==> src/rtl/div_clk_monitor.sv <==
// Syncs a divided clock into iClkIN, emits rise/fall strobes, measures its period and tracks lock.
// Latency: strobes appear 3 iClkIN edges after the new iDivClk level; no backpressure (free-running).
module div_clk_monitor #(
    parameter int CNT_W    = 8,
    parameter int LOCK_CNT = 4,
    parameter int TOL      = 1,
    parameter int TIMEOUT  = 200
) (
    input  logic             iClkIN,
    input  logic             reset,
    input  logic             iDivClk,
    output logic             oRise,
    output logic             oFall,
    output logic [CNT_W-1:0] oPeriod,
    output logic             oLock,
    output logic             oLoss
);

    localparam logic [1:0] ST_IDLE   = 2'd0;
    localparam logic [1:0] ST_FIRST  = 2'd1;
    localparam logic [1:0] ST_TRACK  = 2'd2;
    localparam logic [1:0] ST_LOCKED = 2'd3;

    localparam logic [CNT_W-1:0] CNT_MAX = '1;
    localparam logic [CNT_W-1:0] TO_LAST = CNT_W'(TIMEOUT - 1);
    localparam logic [CNT_W:0]   TOL_W   = (CNT_W+1)'(TOL);
    localparam logic [3:0]       LOCK_N  = 4'(LOCK_CNT);

    logic             s1, s2, s3;
    logic [1:0]       state, state_n;
    logic [CNT_W-1:0] cnt;
    logic [CNT_W-1:0] ref_per, ref_per_n;
    logic [3:0]       match, match_n;
    logic             lock_entry;
    logic             loss_n;

    logic [CNT_W:0]   meas;
    logic [CNT_W:0]   diff;
    logic             in_tol;
    logic             timeout_hit;

    // Period of the cycle ending now; one bit wider so the difference never wraps.
    assign meas   = {1'b0, cnt} + {{CNT_W{1'b0}}, 1'b1};
    assign diff   = (meas >= {1'b0, ref_per}) ? (meas - {1'b0, ref_per})
                                              : ({1'b0, ref_per} - meas);
    assign in_tol = (diff <= TOL_W);

    // A rising strobe in the same cycle beats the timeout.
    assign timeout_hit = (state != ST_IDLE) && !oRise && (cnt == TO_LAST);

    always_ff @(posedge iClkIN) begin
        if (reset) begin
            s1    <= 1'b0;
            s2    <= 1'b0;
            s3    <= 1'b0;
            oRise <= 1'b0;
            oFall <= 1'b0;
        end else begin
            s1    <= iDivClk;
            s2    <= s1;
            s3    <= s2;
            oRise <= s2 & ~s3;
            oFall <= ~s2 & s3;
        end
    end

    always_ff @(posedge iClkIN) begin
        if (reset) begin
            cnt <= '0;
        end else if (oRise) begin
            cnt <= '0;
        end else if (cnt != CNT_MAX) begin
            cnt <= cnt + 1'b1;
        end
    end

    always_comb begin
        state_n    = state;
        ref_per_n  = ref_per;
        match_n    = match;
        lock_entry = 1'b0;
        loss_n     = 1'b0;
        if (oRise) begin
            case (state)
                ST_IDLE: begin
                    state_n = ST_FIRST;
                end
                ST_FIRST: begin
                    ref_per_n = meas[CNT_W-1:0];
                    match_n   = 4'd0;
                    state_n   = ST_TRACK;
                end
                ST_TRACK: begin
                    if (in_tol) begin
                        if (match + 4'd1 == LOCK_N) begin
                            state_n    = ST_LOCKED;
                            match_n    = 4'd0;
                            lock_entry = 1'b1;
                        end else begin
                            match_n = match + 4'd1;
                        end
                    end else begin
                        ref_per_n = meas[CNT_W-1:0];
                        match_n   = 4'd0;
                    end
                end
                default: begin
                    if (!in_tol) begin
                        state_n   = ST_TRACK;
                        ref_per_n = meas[CNT_W-1:0];
                        match_n   = 4'd0;
                        loss_n    = 1'b1;
                    end
                end
            endcase
        end else if (timeout_hit) begin
            state_n   = ST_IDLE;
            ref_per_n = '0;
            match_n   = 4'd0;
            loss_n    = (state == ST_LOCKED);
        end
    end

    always_ff @(posedge iClkIN) begin
        if (reset) begin
            state   <= ST_IDLE;
            ref_per <= '0;
            match   <= 4'd0;
            oPeriod <= '0;
            oLock   <= 1'b0;
            oLoss   <= 1'b0;
        end else begin
            state   <= state_n;
            ref_per <= ref_per_n;
            match   <= match_n;
            oLock   <= (state_n == ST_LOCKED);
            oLoss   <= loss_n;
            if (lock_entry) begin
                oPeriod <= ref_per;
            end
        end
    end

endmodule

==> config.mk <==
export PLATFORM = sky130hd
export DESIGN_NAME = div_clk_monitor
export DESIGN_NICKNAME = d
export VERILOG_FILES = /design/src/rtl/div_clk_monitor.sv
export SDC_FILE = /design/constraint.sdc
export NUM_CORES = 1
export LEC_CHECK = 0
export ABC_AREA = 1
export CAP_MARGIN = 5
export CORE_ASPECT_RATIO = 0.6
export CORE_MARGIN = 3
export CORE_UTILIZATION = 50
export DETAILED_ROUTE_END_ITERATION = 8
export PLACE_DENSITY = 0.77
export SYNTH_ARGS = -nofsm -noshare
export SYNTH_HDL_FRONTEND = slang
export SYNTH_SLANG_ARGS = --single-unit
==> constraint.sdc <==
create_clock -name iClkIN -period 7.7 [get_ports iClkIN]
set_input_delay 1.54 -clock iClkIN [delete_from_list [all_inputs] [get_ports iClkIN]]
set_output_delay 1.54 -clock iClkIN [all_outputs]
set_load 0.05 [all_outputs]
==> metrics.cfg <==
[power_and_ir_drop]
p_per_area_nw_per_um2 = 159
p_leak_nw = 1.63
ir_drop_mv = 0.108

[sta]
max-slew-margin-rel_pct = 62.2
slew_violations = 0
grt_setup_unrepaired = no
finalCriticalPeriod_ns = 3.77
tightest_slew_ns = 0.567
fin_setup_tns_ns = 0
finalHoldViolations = 0
hold_ws_ns = 0.412
clock_skew_ns = 0.00754
setup_viol = 0
fmax_mhz = 265
fin_crit_sh_pct = 49.0
layout_setup_ws_ns = 3.93

[synth]
synth-adder-area-share_pct = 11.8
synth_cell_types = 29
synth_mux_area_share_pct = 0
avgSynthCellArea_um2 = 6.42
ys_seq_area_share_pct = 25.7
synthSimpleGateAreaFrac_pct = 38.4
synth_xor_area_share_pct = 2.13
syn_nets = 478
synth_top_family_by_area = simple AND/OR/NAND/NOR gates
synth-seq-cells = 37
ys_warn_count = 0
syn_inst = 449
synth_area_um2 = 2880
synth_compound_area_share_pct = 8.16

[layout]
n_antenna_cell = 0
syn2layout_area_growth_pct = 9.63
fin_nets = 489
seqCellArea_um2 = 741
final_area_um2 = 3160
fillers = 505
drive_gt1_share_pct = 9.76
mostFrequentLayoutCells = nand2_1 (107), inv_1 (81), nor2_1 (63)
multi_input_area_um2 = 1740
final_common_cell = nand2_1

[status]
run_status = completed

[placement]
post-place-ws_ns = 3.98
placed_area_um2 = 3050
io_buffers = 14
gp_congestion = 0.930
dp_hpwl_um = 5130

[global_routing]
grt_pass1_vias = 2316
grt_pass1_wl_um = 11100
grt_max_degree = 21
grt_antenna_before_repair = 0
grt_overflow = 0
grt_use_total_pct = 20.5

[clocking]
cts_root_buffer = clkbuf_8
postCtsHoldBufs = 0
cts_sinks = 37
h-tree-depth = 2
clkTransAtPathRegs_ns = 0.08
post_cts_buffers = 0
cts_buffers = 5
tritoncts = built
cts_resized = 0
clockBufferDepth = 2
clock_latency_ns = 0.30

[drt]
firstDrtPassIters = 5
drtIter0Drc = 209
vias = 2610
post-route-drc-count = 0
wire_per_inst_um = 11.8
drt-total-wl_um = 6350
ant_nets = 0
viasPerCell = 4.85

[critical_path]
worst-path-max-fanout = 11
cp.arrival_ns = 3.97
required_ns = 7.90
crit_type = register to register
startpoint_type = register
end_kind = register

[floorplanning]
std_cell_rows = 20
start_util_pct = 54.4
io_pins = 15
core_area_um2 = 5310
die_area_um2 = 6750
die_height_um = 64.8
die_w_um = 104

[worst_hold_path]
worstHoldPathType = register to register

[job]
maxCapViolations = 0

## critical path: stages, from the launching register on
cell,delay [ns]
dfxtp_1,0.44
ha_1,0.25
nand2_2,0.10
nor2_4,0.14
xnor2_1,0.22
inv_1,0.08
ha_1,0.46
nand2_8,0.16
inv_2,0.05
nand2_2,0.07
nand2_1,0.05
nor2_1,0.16
nor2_1,0.06
nor2_1,0.19
nand2_1,0.10
nand2_2,0.11
nand3_2,0.10
nor2_4,0.15
nand3_1,0.09
nand2_1,0.32
inv_1,0.20
nor2_1,0.13
nor2_1,0.05
## worst paths after layout
kind / start / end / slack, ns / cells past startpoint
setup reg to reg: cnt[0] / ref_per[3] / 3.93 / 22
hold reg to reg: s1 / s2 / 0.41 / 2
setup / recovery: cnt[0] / ref_per[3] / 3.93 / 22
hold / removal: s1 / s2 / 0.41 / 2
## metrics by stage
step	utilization (%)	instances	total power, mW
after floorplan	-	449	0.309
after global placement	57.5	530	0.333
after detailed placement	57.5	530	0.335
after CTS	59.6	538	0.505
after global routing	59.6	538	0.531
final	59.6	538	0.503
## flip-flops by register name (all words and copies together), names as in the netlist, 2 cells and up
name / count
cnt: 8
state: 2
ref_per: 8
oPeriod: 8
match: 4
## layer usage
layer	vias up	wire length (um)	GRT usage, %
li1	1387	-	-
met1	1134	3530	33.1
met2	82	2280	27.0
met3	7	489	4.18
met4	0	47	4.48
met5	-	0	0
## synthesized netlist by cell type, drive strengths merged
cell type  count  area, um^2
nor3           4        20.0
xnor2          2        17.5
buf            6        55.1
clkbuf         4        15.0
nand4          4        25.0
fa             2        40.0
nand3         34         190
o21bai         1        7.51
o211ai         1        7.51
xor2           5        43.8
ha            24         300
nand3b         1        7.51
dfxtp         37         741
a21oi         20         111
nor2          71         322
o21ai         21         109
inv           88         330
nand2        124         542
## logic make-up after synthesis
kind of cell,after synthesis
AOI/OAI and AO/OA,43
xor gates and xnor gates,7
adders and majority gates,26
buffers and inverters,98
DFF,37
and+or+nand+nor,238
## area by class of cell
type	count	share of cell area, %
Multi-Input combinational cell	314	55.1
Sequential cell	37	23.4
Inverter	88	10.4
Timing Repair Buffer	14	4.43
Tap cell	77	3.05
Clock buffer	6	2.30
Clock inverter	2	1.23
## power breakdown
| group | switching [mW] | leakage, nW | internal (mW) |
|---|---|---|---|
| registers | 0.00315 | 0.299 | 0.194 |
| logic | 0.0905 | 1.28 | 0.0446 |
| clock network | 0.0735 | 0.0554 | 0.0972 |
| total | 0.167 | 1.63 | 0.336 |
(Power assumes the default switching activity.)
